$ cat src/rtl/op_test_pkg.sv
// op_test_pkg: shared types for the operator test sequencer.
//   seq_state_t : sequencer FSM states (IDLE, ISSUE, DRAIN, DONE)
package op_test_pkg;

    typedef enum logic [1:0] {
        IDLE,
        ISSUE,
        DRAIN,
        DONE
    } seq_state_t;

endpackage : op_test_pkg

$ cat src/rtl/op_test_sequencer_wb_delay.sv
// wb_delay_line: DEPTH-stage register chain carrying a write-back
// {enable, address} pair. Only the enable bits are reset (asynchronously);
// the address bits are plain data flops.
//   clock    : clock
//   reset    : asynchronous active-high reset (enable bits only)
//   in_en    : enable entering the chain
//   in_addr  : address entering the chain
//   out_en   : enable delayed by DEPTH cycles
//   out_addr : address delayed by DEPTH cycles
module wb_delay_line #(
    parameter int WIDTH = 11,
    parameter int DEPTH = 6
) (
    input  logic             clock,
    input  logic             reset,
    input  logic             in_en,
    input  logic [WIDTH-1:0] in_addr,
    output logic             out_en,
    output logic [WIDTH-1:0] out_addr
);

    logic             en_q   [DEPTH];
    logic [WIDTH-1:0] addr_q [DEPTH];

    always_ff @(posedge clock or posedge reset) begin
        if (reset) begin
            for (int unsigned i = 0; i < DEPTH; i++) begin
                en_q[i] <= 1'b0;
            end
        end else begin
            en_q[0] <= in_en;
            for (int unsigned i = 1; i < DEPTH; i++) begin
                en_q[i] <= en_q[i-1];
            end
        end
    end

    always_ff @(posedge clock) begin
        addr_q[0] <= in_addr;
        for (int unsigned i = 1; i < DEPTH; i++) begin
            addr_q[i] <= addr_q[i-1];
        end
    end

    assign out_en   = en_q[DEPTH-1];
    assign out_addr = addr_q[DEPTH-1];

endmodule : wb_delay_line

$ cat src/rtl/op_test_sequencer.sv
// op_test_sequencer: issues one operand read per cycle for num_vectors
// vectors over a programmable number of passes, then drains for LATENCY
// cycles so every issued read gets its write-back, aligned with the
// operator output.
//   clock       : clock
//   reset       : asynchronous active-high reset
//   start       : start a run (accepted in IDLE or DONE)
//   abort       : stop issuing (accepted in ISSUE)
//   num_vectors : vectors per pass, 0..2^ADDR_WIDTH (latched on start)
//   loops       : passes, 0 = until abort (latched on start)
//   rd_en       : operand read strobe
//   rd_addr     : operand read address
//   wr_en       : result write strobe (rd_en delayed by LATENCY)
//   wr_addr     : result write address (rd_addr delayed by LATENCY)
//   busy        : high in ISSUE or DRAIN
//   done        : high in DONE
//   cycle_count : ISSUE+DRAIN cycles of the current/last run, saturating
//   pass_count  : completed passes, wrapping
module op_test_sequencer
    import op_test_pkg::*;
#(
    parameter int ADDR_WIDTH = 11,
    parameter int LATENCY    = 6,
    parameter int CNT_WIDTH  = 32,
    parameter int LOOP_WIDTH = 8
) (
    input  logic                  clock,
    input  logic                  reset,
    input  logic                  start,
    input  logic                  abort,
    input  logic [ADDR_WIDTH:0]   num_vectors,
    input  logic [LOOP_WIDTH-1:0] loops,
    output logic                  rd_en,
    output logic [ADDR_WIDTH-1:0] rd_addr,
    output logic                  wr_en,
    output logic [ADDR_WIDTH-1:0] wr_addr,
    output logic                  busy,
    output logic                  done,
    output logic [CNT_WIDTH-1:0]  cycle_count,
    output logic [LOOP_WIDTH-1:0] pass_count
);

    if (LATENCY < 1) begin : g_bad_latency
        $fatal(1, "op_test_sequencer: LATENCY must be at least 1");
    end

    localparam int DW = (LATENCY > 1) ? $clog2(LATENCY) : 1;

    localparam logic [ADDR_WIDTH:0]   VEC_ONE    = 1;
    localparam logic [LOOP_WIDTH-1:0] PASS_ONE   = 1;
    localparam logic [CNT_WIDTH-1:0]  CNT_ONE    = 1;
    localparam logic [DW-1:0]         DRAIN_ONE  = 1;
    localparam logic [DW-1:0]         DRAIN_LAST = DW'(LATENCY - 1);

    seq_state_t            state,       state_n;
    logic [ADDR_WIDTH:0]   vec_cnt,     vec_n;
    logic [ADDR_WIDTH:0]   nv_q,        nv_n;
    logic [LOOP_WIDTH-1:0] loops_q,     loops_n;
    logic [LOOP_WIDTH-1:0] pass_q,      pass_n;
    logic [CNT_WIDTH-1:0]  cyc_q,       cyc_n;
    logic [DW-1:0]         drain_cnt,   drain_n;

    logic                  last_vec;
    logic                  more_passes;
    logic                  wb_en;
    logic [ADDR_WIDTH-1:0] wb_addr;

    always_ff @(posedge clock or posedge reset) begin
        if (reset) begin
            state     <= IDLE;
            vec_cnt   <= '0;
            nv_q      <= '0;
            loops_q   <= '0;
            pass_q    <= '0;
            cyc_q     <= '0;
            drain_cnt <= '0;
        end else begin
            state     <= state_n;
            vec_cnt   <= vec_n;
            nv_q      <= nv_n;
            loops_q   <= loops_n;
            pass_q    <= pass_n;
            cyc_q     <= cyc_n;
            drain_cnt <= drain_n;
        end
    end

    // Pass end is decided on the full-width vector index so that a
    // 2^ADDR_WIDTH-vector pass ends at all-ones rather than on overflow.
    assign last_vec    = (vec_cnt == (nv_q - VEC_ONE));
    assign more_passes = (loops_q == '0) || ((pass_q + PASS_ONE) != loops_q);

    always_comb begin
        state_n = state;
        vec_n   = vec_cnt;
        nv_n    = nv_q;
        loops_n = loops_q;
        pass_n  = pass_q;
        cyc_n   = cyc_q;
        drain_n = drain_cnt;

        rd_en   = (state == ISSUE);
        busy    = (state == ISSUE) || (state == DRAIN);
        done    = (state == DONE);

        if (busy) begin
            cyc_n = (cyc_q == '1) ? cyc_q : (cyc_q + CNT_ONE);
        end

        unique case (state)
            IDLE, DONE: begin
                if (start) begin
                    nv_n    = num_vectors;
                    loops_n = loops;
                    vec_n   = '0;
                    pass_n  = '0;
                    cyc_n   = '0;
                    drain_n = '0;
                    state_n = (num_vectors == '0) ? DONE : ISSUE;
                end
            end
            ISSUE: begin
                if (last_vec) begin
                    pass_n = pass_q + PASS_ONE;
                end
                if (abort) begin
                    state_n = DRAIN;
                    drain_n = '0;
                end else if (last_vec) begin
                    if (more_passes) begin
                        vec_n = '0;
                    end else begin
                        state_n = DRAIN;
                        drain_n = '0;
                    end
                end else begin
                    vec_n = vec_cnt + VEC_ONE;
                end
            end
            DRAIN: begin
                if (drain_cnt == DRAIN_LAST) begin
                    state_n = DONE;
                end else begin
                    drain_n = drain_cnt + DRAIN_ONE;
                end
            end
            default: state_n = IDLE;
        endcase
    end

    assign rd_addr     = vec_cnt[ADDR_WIDTH-1:0];
    assign cycle_count = cyc_q;
    assign pass_count  = pass_q;

    wb_delay_line #(
        .WIDTH (ADDR_WIDTH),
        .DEPTH (LATENCY)
    ) u_wb_delay (
        .clock    (clock),
        .reset    (reset),
        .in_en    (rd_en),
        .in_addr  (rd_addr),
        .out_en   (wb_en),
        .out_addr (wb_addr)
    );

    // Address stages are unreset, so the port is masked to read 0 when idle.
    assign wr_en   = wb_en;
    assign wr_addr = wb_en ? wb_addr : '0;

endmodule : op_test_sequencer

$ cat config.mk
export PLATFORM = sky130hd
export DESIGN_NAME = op_test_sequencer
export DESIGN_NICKNAME = d
export VERILOG_FILES = /design/src/rtl/op_test_pkg.sv /design/src/rtl/op_test_sequencer_wb_delay.sv /design/src/rtl/op_test_sequencer.sv
export SDC_FILE = /design/constraint.sdc
export NUM_CORES = 1
export LEC_CHECK = 0
export ABC_CLOCK_PERIOD_IN_PS = 3150
export BUFFER_PORTS_ARGS = -buffer_cell sky130_fd_sc_hd__buf_4
export CAP_MARGIN = 20
export CELL_PAD_IN_SITES_DETAIL_PLACEMENT = 2
export CELL_PAD_IN_SITES_GLOBAL_PLACEMENT = 2
export CORE_MARGIN = 2
export CORE_UTILIZATION = 30
export CTS_BUF_LIST = sky130_fd_sc_hd__clkbuf_8
export DETAILED_ROUTE_END_ITERATION = 8
export GPL_ROUTABILITY_DRIVEN = 0
export PLACE_DENSITY = 0.74
export REMOVE_ABC_BUFFERS = 1
export SLEW_MARGIN = 40
export SYNTH_ARGS = -nofsm -noshare
export SYNTH_HDL_FRONTEND = slang
export SYNTH_HIERARCHICAL = 1
export SYNTH_SLANG_ARGS = --single-unit
$ cat constraint.sdc
create_clock -name clock -period 3.15 [get_ports clock]
set_input_delay 0.63 -clock clock [delete_from_list [all_inputs] [get_ports clock]]
set_output_delay 0.63 -clock clock [all_outputs]
set_load 0.01 [all_outputs]
Word level (Yosys, flattened, before mapping)
Memories as Yosys holds them, arrays and structs flattened. Cells that the tools add are included.

Register bits after elaboration: 83. Latch bits: 0. Bits in writable memories: 66. ROM bits: 0. Output and inout port bits: 66. Word-level logic and storage cells: 72. Memories kept: 1.

Add/subtract/negate cells: 5. Multiply operators: 0. Div/mod/pow operators: 0. Magnitude comparators: 0. Equal/unequal tests: 15. Shifts and indexed selects: 0. Multiplexer cells: 26. Bitwise logic cells: 0. Reductions and logical operators: 12.

Memories: u_wb_delay.addr_q (words 6, bits a word 11, read ports 6, clocked after memory_dff 0, wr ports 6, RTL line op_test_sequencer_wb_delay.sv:23) `logic [WIDTH-1:0] addr_q [DEPTH];`.

Operators with widths (number): $mux W32 (4); $mux W12 (4); $add A32 B1 Y32 const B (1); $eq A32 B32 Y1 const B (1); $pmux W12 S2 (1); $mux W8 (2); $pmux W8 S2 (1); $mux W3 (5); $add A12 B1 Y12 const B (1); $eq A12 B12 Y1 (1); $logic_not A12 Y1 (1); $mux W2 (6); $reduce_and A4 Y1 (3); $sub A12 B1 Y12 const B (1); $mux W11 (1); $ne A3 B3 Y1 const B (3); $pmux W3 S3 (1); $add A8 B1 Y8 const B (1); $logic_not A8 Y1 (1); $ne A2 B2 Y1 const B (4); $ne A8 B8 Y1 (1); $pmux W2 S3 (1); $eq A2 B2 Y1 const B (2); $add A3 B1 Y3 const B (1); other kinds (9) (10).

Logic depth before layout (Yosys ltp)
Gate-level depths: netlist of run 1.

Depth after elaboration: 7. Mapped depth: 12. Gate-level depth less buffers: 9.

Modules after synthesis
The synthesis of run 1 kept the hierarchy.

Modules (own cells, without submodules): op_test_sequencer (times used 1, cells each 571, area each 5048.6 um2, sequential area each 1926.8 um2); wb_delay_line (times used 1, cells each 73, area each 1475.2 um2, sequential area each 1471.4 um2).

Worst setup path before layout of run 1
OpenSTA, ideal clock, no wires.

Path kind: register to register. Start point: reg nv_q[0]. End point: reg vec_cnt[1]. Arrival: 2.550 ns. Required time: 3.025 ns. Setup slack: 0.474 ns. Cell stages (with the launch flop): 12. Path buffers: 2. Clock period less this slack: 2.676 ns. Cells stage by stage: dfrtp_1 -> inv_1 -> ha_1 -> buf_2 -> and2_1 -> or3b_1 -> a211oi_1 -> o2111a_1 -> and4_1 -> buf_6 -> a21bo_4 -> mux2_4.

Cells in the longest elaborated chain, start to end: 5. Elaborated cells between the ends (all ways): 7. Classes of those cells: add/sub (1); eq/ne (2); mux (3); reduce/logical (1).

RTL lines: start, declared (RTL line op_test_sequencer.sv:57) `logic [ADDR_WIDTH:0] nv_q, nv_n;`; start signal, assigned (RTL line op_test_sequencer.sv:80) `nv_q <= nv_n;`; $sub A12 B1 Y12 (*) (RTL line op_test_sequencer.sv:90) `assign last_vec = (vec_cnt == (nv_q - VEC_ONE));`; $eq A12 B12 Y1 (*) (RTL line op_test_sequencer.sv:90); $mux W12 (RTL line op_test_sequencer.sv:129) `end else if (last_vec) begin`; $mux W12 (RTL line op_test_sequencer.sv:126) `if (abort) begin`; $pmux W12 S2 (RTL line op_test_sequencer.sv:110) `unique case (state)`; end signal, assigned (RTL line op_test_sequencer.sv:79) `vec_cnt <= vec_n;`; end, declared (RTL line op_test_sequencer.sv:56) `logic [ADDR_WIDTH:0] vec_cnt, vec_n;`.

Mark *: on every way between the ends. The rest lies on a longest branch, timed or not. The select of a mux whose other input is x is not followed. A chain may end at the register's enable or synchronous reset.

Worst setup path after layout of run 1
Start point: reg pass_q[1], in the netlist pass_count[1]. End point: reg vec_cnt[0].

Cells in the longest elaborated chain, start to end: 5.

RTL lines: start, declared (RTL line op_test_sequencer.sv:59) `logic [LOOP_WIDTH-1:0] pass_q, pass_n;`; start signal, assigned (RTL line op_test_sequencer.sv:82) `pass_q <= pass_n;`; $add A8 B1 Y8 (RTL line op_test_sequencer.sv:91) `assign more_passes = (loops_q == '0) || ((pass_q + PASS_ONE) != loops_q);`; $ne A8 B8 Y1 (RTL line op_test_sequencer.sv:91); $logic_or A1 B1 Y1 (RTL line op_test_sequencer.sv:91); $ne A3 B3 Y1 (no line); $reduce_and A4 Y1 (no line).

No other way between the ends.

==> key figures, run 1 <==
Logic synthesis
  • Post-synth EDFFs: 0
  • Post-synthesis cell type count: 75
  • Ys async rst share: 0.557
  • #FFs+latches synth: 149
  • Post-Syn Area per Cell: 10.1 um^2
  • Seq/Total Area, Yosys: 0.521
  • Synthesized instance count: 644
  • Yosys Warn Count: 6
  • Top_reg_cell synth: dfrtp_1
  • Mapped cell area: 0.00652 mm^2

Pwr
  • LEAKAGE: 0.00360 uW
  • PwrDens: 788 mW/mm^2
  • Peak supply drop: 0.000367 V

Global routing
  • Global route overflow: 0
  • Initial antenna violation count: 0
  • Largest net degree at the start of global routing: 57
  • Global Route Usage Sum: 0.169
  • Vias in the first global route: 5,662
  • First-pass GRT wire length: 30.3 mm

Clock network
  • Number of buffers created by CTS: 17
  • Clock buffer depth: 2
  • Hold bufs inserted after CTS: 0
  • Clock root buffer: clkbuf_8
  • H-tree levels: 4
  • CTS sink count: 149
  • CTS tree: done
  • Clock-pin transition on the worst setup and hold timing paths: 0.10 ns
  • Clock latency on the worst-skew pair: 0.46 ns

Setup path
  • Crit path launch type: register
  • Setup CP Type: register to register
  • Crit path launch: pass_count[1]$_DFFE_PP0P_
  • CP Max Fanout: 10
  • Worst flop-to-flop path startpoint: pass_count[1]$_DFFE_PP0P_
  • CP Data Required Time: 3.52 ns
  • Crit end category: register
  • Worst EP arrival: 3.27 ns
  • Worst R2R Path Depth: 9

Drt
  • Drt first pass iters: 4
  • Iter 0 DRT Violations: 201
  • Vias: 5,096
  • Routed WL: 18.4 mm
  • Post-DRT Antenna Nets: 0
  • Drt wl/cell: 18.1 um
  • Via density: 5.01
  • Detailed-route DRC error count: 0

Finish
  • Total Nets Final: 763
  • Most frequent cells in the layout: 103 x buf_4, 83 x nand2_1, 83 x dfrtp_1
  • Synth-to-layout area growth: 20.9%
  • Most common cell after layout, fill and taps aside: buf_4
  • Ratio of cells with drive above 1 in the final layout: 0.213
  • # diodes: 0

Worst hold path
  • HP Class: input port to asynchronous set/reset pin

Die
  • Die Width: 151 um
  • Starting density of the core: 0.308
  • Die Ht: 151 um
  • Cell Rows: 53
  • Core Area: 0.0212 mm^2
  • Top-Level Pins: 90
  • Die ar.: 0.0229 mm^2

Timing
  • Fin Setup TNS: 0 ns
  • Worst-margin pin slew: 0.644 ns
  • Hold Fails Final Rpt: 0
  • Achievable frequency: 0.345 GHz
  • Clock skew: 0.0122 ns
  • Final worst slack: 0.254 ns
  • Max-slew violations: 0
  • Final critical-path share of the clock period: 0.919
  • Minimum clock period: 2.90 ns
  • Unrepaired setup endpoints after global routing: false
  • Final setup violation count: 0
  • Slew HR: 0.566

Run status
  • Outcome: finished clean

Place
  • IO buf count: 89
  • Dpl ws: 0.0768 ns
  • Detailed Place HPWL: 13.4 mm

Job
  • Maxcap violations: 0
-- Yosys cell counts, types with 7 or more instances --
master	number	share of area
a21o_1	11	0.013
a21oi_1	16	0.012
and2_1	22	0.021
and3_1	26	0.025
buf_4	11	0.013
clkbuf_1	17	0.0098
dfrtp_1	83	0.32
dfxtp_1	66	0.20
ha_1	10	0.019
inv_1	19	0.011
nand2_1	83	0.048
nand3_1	24	0.018
nand3b_1	11	0.013
nand4_1	13	0.012
nand4b_1	10	0.013
nor2_1	47	0.027
nor3_1	11	0.0084
o211ai_1	7	0.0081
o21ai_0	8	0.0061
xnor2_1	23	0.031
xor2_1	20	0.027
-- per-stage QoR --
step / total power [uW] / std cells / util / instance area (um^2) / hold WS, ns
2_1_floorplan: 3820 / 606 / - / 6300 / 0.310
3_3_place_gp: 4560 / 984 / 0.351 / 7430 / 0.311
3_5_place_dp: 4700 / 984 / 0.351 / 7430 / 0.313
4_1_cts: 6330 / 1016 / 0.372 / 7860 / 0.0641
5_1_grt: 6670 / 1017 / 0.373 / 7890 / 0.0727
6_report: 6220 / 1017 / 0.373 / 7890 / 0.0933
-- flip-flops by register name, indices dropped and copies added (netlist names), 2 cells and up --
name and cells:
cycle_count 32, nv_q 12, u_wb_delay/addr_q 66, loops_q 8
vec_cnt 12, pass_count 8, u_wb_delay/en_q 5, state 2
drain_cnt 3
-- critical path, stage by stage (launching register included) --
cell,delay (ns)
dfrtp_1,0.50
ha_1,0.31
or3b_2,0.46
a211oi_1,0.25
nor3_1,0.08
a211oi_1,0.33
and4_2,0.40
a21bo_4,0.17
buf_4,0.18
o2bb2ai_1,0.14
-- metal layers --
metal	global-route usage	wire length (um)
met1	0.210	8160
met2	0.297	9500
met3	0.0338	542
met5	0	0
met4	0.0519	232
-- report_power, final --
group	internal [uW]	total (uW)	switching [uW]
Combinational	804	2070	1270
Clock	702	1580	875
Sequential	2200	2570	371
Total	3700	6220	2510
-- timing repair --
| item | CTS | global route |
|---|---|---|
| resized for setup | 0 | 3 |
| setup endpoints to repair | 0 | 21 |
| buffers inserted | 0 | 1 |
-- cells by family (layout without fill, tap and decap cells) --
kind of cell,Yosys count,count (layout),share of synthesized area
xor+xnor,43,43,0.0577
compound gates,88,88,0.104
buf+inv,57,155,0.0447
fa+ha+maj,10,10,0.0192
simple gates,290,290,0.242
mux,7,7,0.0115
flops,149,149,0.521
-- path summary, 6_finish.rpt --
kind                                                    to  slack [ns]
setup / recovery                    vec_cnt[0]$_DFFE_PP0P_        0.25
hold / removal                u_wb_delay/en_q[5]$_DFF_PP0_        0.09
setup reg to reg                    vec_cnt[0]$_DFFE_PP0P_        0.25
hold reg to reg            u_wb_delay/addr_q[2][0]$_DFF_P_        0.33
max in group asynchronous         cycle_count[1]$_DFF_PP0_        2.21
min in group clock         u_wb_delay/addr_q[2][0]$_DFF_P_        0.33
-- cell type report --
class | instances | area [um^2]
Timing Repair Buffer | 104 | 793
Clock inverter | 14 | 183
Sequential cell | 149 | 3400
Tap cell | 275 | 344
Clock buffer | 18 | 248
Fill cell | 2302 | 13300
Multi-Input combinational cell | 438 | 2850
Inverter | 19 | 71.3
(Power assumes the default switching activity.)
==> run 2, diff against run 1 <==
--- a/config.mk
+++ b/config.mk
@@ -5,7 +5,7 @@
 export SDC_FILE = /design/constraint.sdc
 export NUM_CORES = 1
 export LEC_CHECK = 0
-export ABC_CLOCK_PERIOD_IN_PS = 3150
+export ABC_CLOCK_PERIOD_IN_PS = 3100
 export BUFFER_PORTS_ARGS = -buffer_cell sky130_fd_sc_hd__buf_4
 export CAP_MARGIN = 20
 export CELL_PAD_IN_SITES_DETAIL_PLACEMENT = 2
@@ -15,6 +15,7 @@
 export CTS_BUF_LIST = sky130_fd_sc_hd__clkbuf_8
 export DETAILED_ROUTE_END_ITERATION = 8
 export GPL_ROUTABILITY_DRIVEN = 0
+export MAX_ROUTING_LAYER = met4
 export PLACE_DENSITY = 0.74
 export REMOVE_ABC_BUFFERS = 1
 export SLEW_MARGIN = 40
==> constraint.sdc (replaced) <==
create_clock -name clock -period 3.1 [get_ports clock]
set_input_delay 0.62 -clock clock [delete_from_list [all_inputs] [get_ports clock]]
set_output_delay 0.62 -clock clock [all_outputs]
set_load 0.01 [all_outputs]
==> key figures, run 2 (synthesized netlist as in run 1, its figures left out) <==
Run status
  • Outcome: finished clean

Die
  • Die Width: 151 um
  • Starting density of the core: 0.308
  • Die Ht: 151 um
  • Top-Level Pins: 90
  • Core Area: 0.0212 mm^2
  • Die ar.: 0.0229 mm^2
  • Cell Rows: 53

Finish
  • Synth-to-layout area growth: 20.9%
  • Largest Register: u_wb_delay/addr_q
  • Final instance area: 0.00789 mm^2
  • Final Util: 0.373
  • Total Nets Final: 765
  • Most frequent cells in the layout: 105 x buf_4, 83 x nand2_1, 83 x dfrtp_1
  • Most common cell after layout, fill and taps aside: buf_4
  • Max reg flops: 66
  • # diodes: 0
  • Ratio of cells with drive above 1 in the final layout: 0.212

Global routing
  • Busiest layer in global routing: met2
  • Largest net degree at the start of global routing: 55
  • First-pass GRT wire length: 30.7 mm
  • GR Util met2: 0.309
  • M1 GR Usage: 0.207
  • Global route overflow: 0
  • Initial antenna violation count: 0
  • Global Route Usage Sum: 0.178
  • Met3 usage: 0.0311
  • Vias in the first global route: 5,808

Setup path
  • Worst EP arrival: 3.25 ns
  • Setup CP Type: register to register
  • Crit path launch type: register
  • CP Data Required Time: 3.47 ns
  • Crit end category: register
  • CP Max Fanout: 10

Timing
  • Hold Fails Final Rpt: 0
  • Max-slew violations: 0
  • Final critical-path share of the clock period: 0.930
  • Minimum clock period: 2.88 ns
  • Clock skew: 0.0166 ns
  • Hold_ws: 0.0947 ns
  • Unrepaired setup endpoints after global routing: false
  • Slew HR: 0.500
  • Fin Setup TNS: 0 ns
  • Worst-margin pin slew: 0.741 ns
  • Final setup violation count: 0
  • Achievable frequency: 0.347 GHz

Place
  • DP Area: 0.00745 mm^2
  • IO buf count: 89
  • Detailed Place HPWL: 13.8 mm

Clock network
  • Clock buffer depth: 2
  • Clock-pin transition on the worst setup and hold timing paths: 0.09 ns
  • CTS tree: done
  • Clock root buffer: clkbuf_8
  • H-tree levels: 4
  • Clock latency on the worst-skew pair: 0.47 ns
  • Number of buffers created by CTS: 17
  • CTS sink count: 149

Drt
  • Vias: 5,153
  • Routed WL: 18.9 mm
  • Drt first pass iters: 5
  • Iter 0 DRT Violations: 210
  • Detailed-route DRC error count: 0
  • Post-DRT Antenna Nets: 0
  • Via density: 5.06
  • Drt wl/cell: 18.5 um

Pwr
  • Overall power: 6390 uW
  • LEAKAGE: 0.00361 uW
  • Peak supply drop: 0.000313 V
  • PwrDens: 811 mW/mm^2

Job
  • Maxcap violations: 0

Worst hold path
  • HP Class: input port to asynchronous set/reset pin
-- run 2: metal layers --
layer	up-vias	wire length, um
li1	2420	-
met2	92	9900
met1	2611	8020
met4	0	387
met3	30	573
met5	-	0
-- run 2: layout make-up --
cell class / instances / area, um^2
Fill cell: 2274 / 13300
Sequential cell: 149 / 3400
Multi-Input combinational cell: 438 / 2840
Timing Repair Buffer: 106 / 808
Tap cell: 275 / 344
Clock buffer: 17 / 234
Clock inverter: 15 / 188
Inverter: 19 / 71.3
-- run 2: worst max-delay path, cell delays in order, from the launching register on --
cell and delay, ns:
dfrtp_1 0.48, ha_1 0.31, or3b_2 0.46, a211oi_1 0.25
nor3_1 0.09, a211oi_1 0.31, and4_2 0.40, a21bo_4 0.17
buf_4 0.18, o2bb2ai_1 0.15
-- run 2: path summary, 6_finish.rpt --
path	start	to	slack, ns	depth (start not counted)
setup reg to reg	pass_count[1]$_DFFE_PP0P_	vec_cnt[0]$_DFFE_PP0P_	0.22	9
min in group clock	u_wb_delay/addr_q[3][0]$_DFF_P_	u_wb_delay/addr_q[4][0]$_DFF_P_	0.33	0
hold / removal	reset	u_wb_delay/en_q[3]$_DFF_PP0_	0.09	2
max in group asynchronous	reset	pass_count[1]$_DFFE_PP0P_	2.16	3
hold reg to reg	u_wb_delay/addr_q[3][0]$_DFF_P_	u_wb_delay/addr_q[4][0]$_DFF_P_	0.33	0
setup / recovery	pass_count[1]$_DFFE_PP0P_	vec_cnt[0]$_DFFE_PP0P_	0.22	9
-- run 2: stage by stage --
step,std cells,worst slack (ns)
6_report,1019,0.216
3_5_place_dp,986,0.0354
5_1_grt,1019,0.0441
4_1_cts,1018,0.0241
2_1_floorplan,606,0.304
3_3_place_gp,986,0.220
-- run 2: timing repair --
action / 4_1_cts / 5_1_grt
pin swaps: 0 / 1
hold buffers: 0 / 0
gates resized for setup: 1 / 2
endpoints found under the setup margin: 2 / 20
setup buffers: 0 / 1
-- run 2: power breakdown --
group          internal (uW)  switching, uW  total, uW  leakage (uW)
Combinational            832           1320       2160       0.00176
Sequential              2230            382       2620       0.00164
Clock                    757            867       1620      0.000215
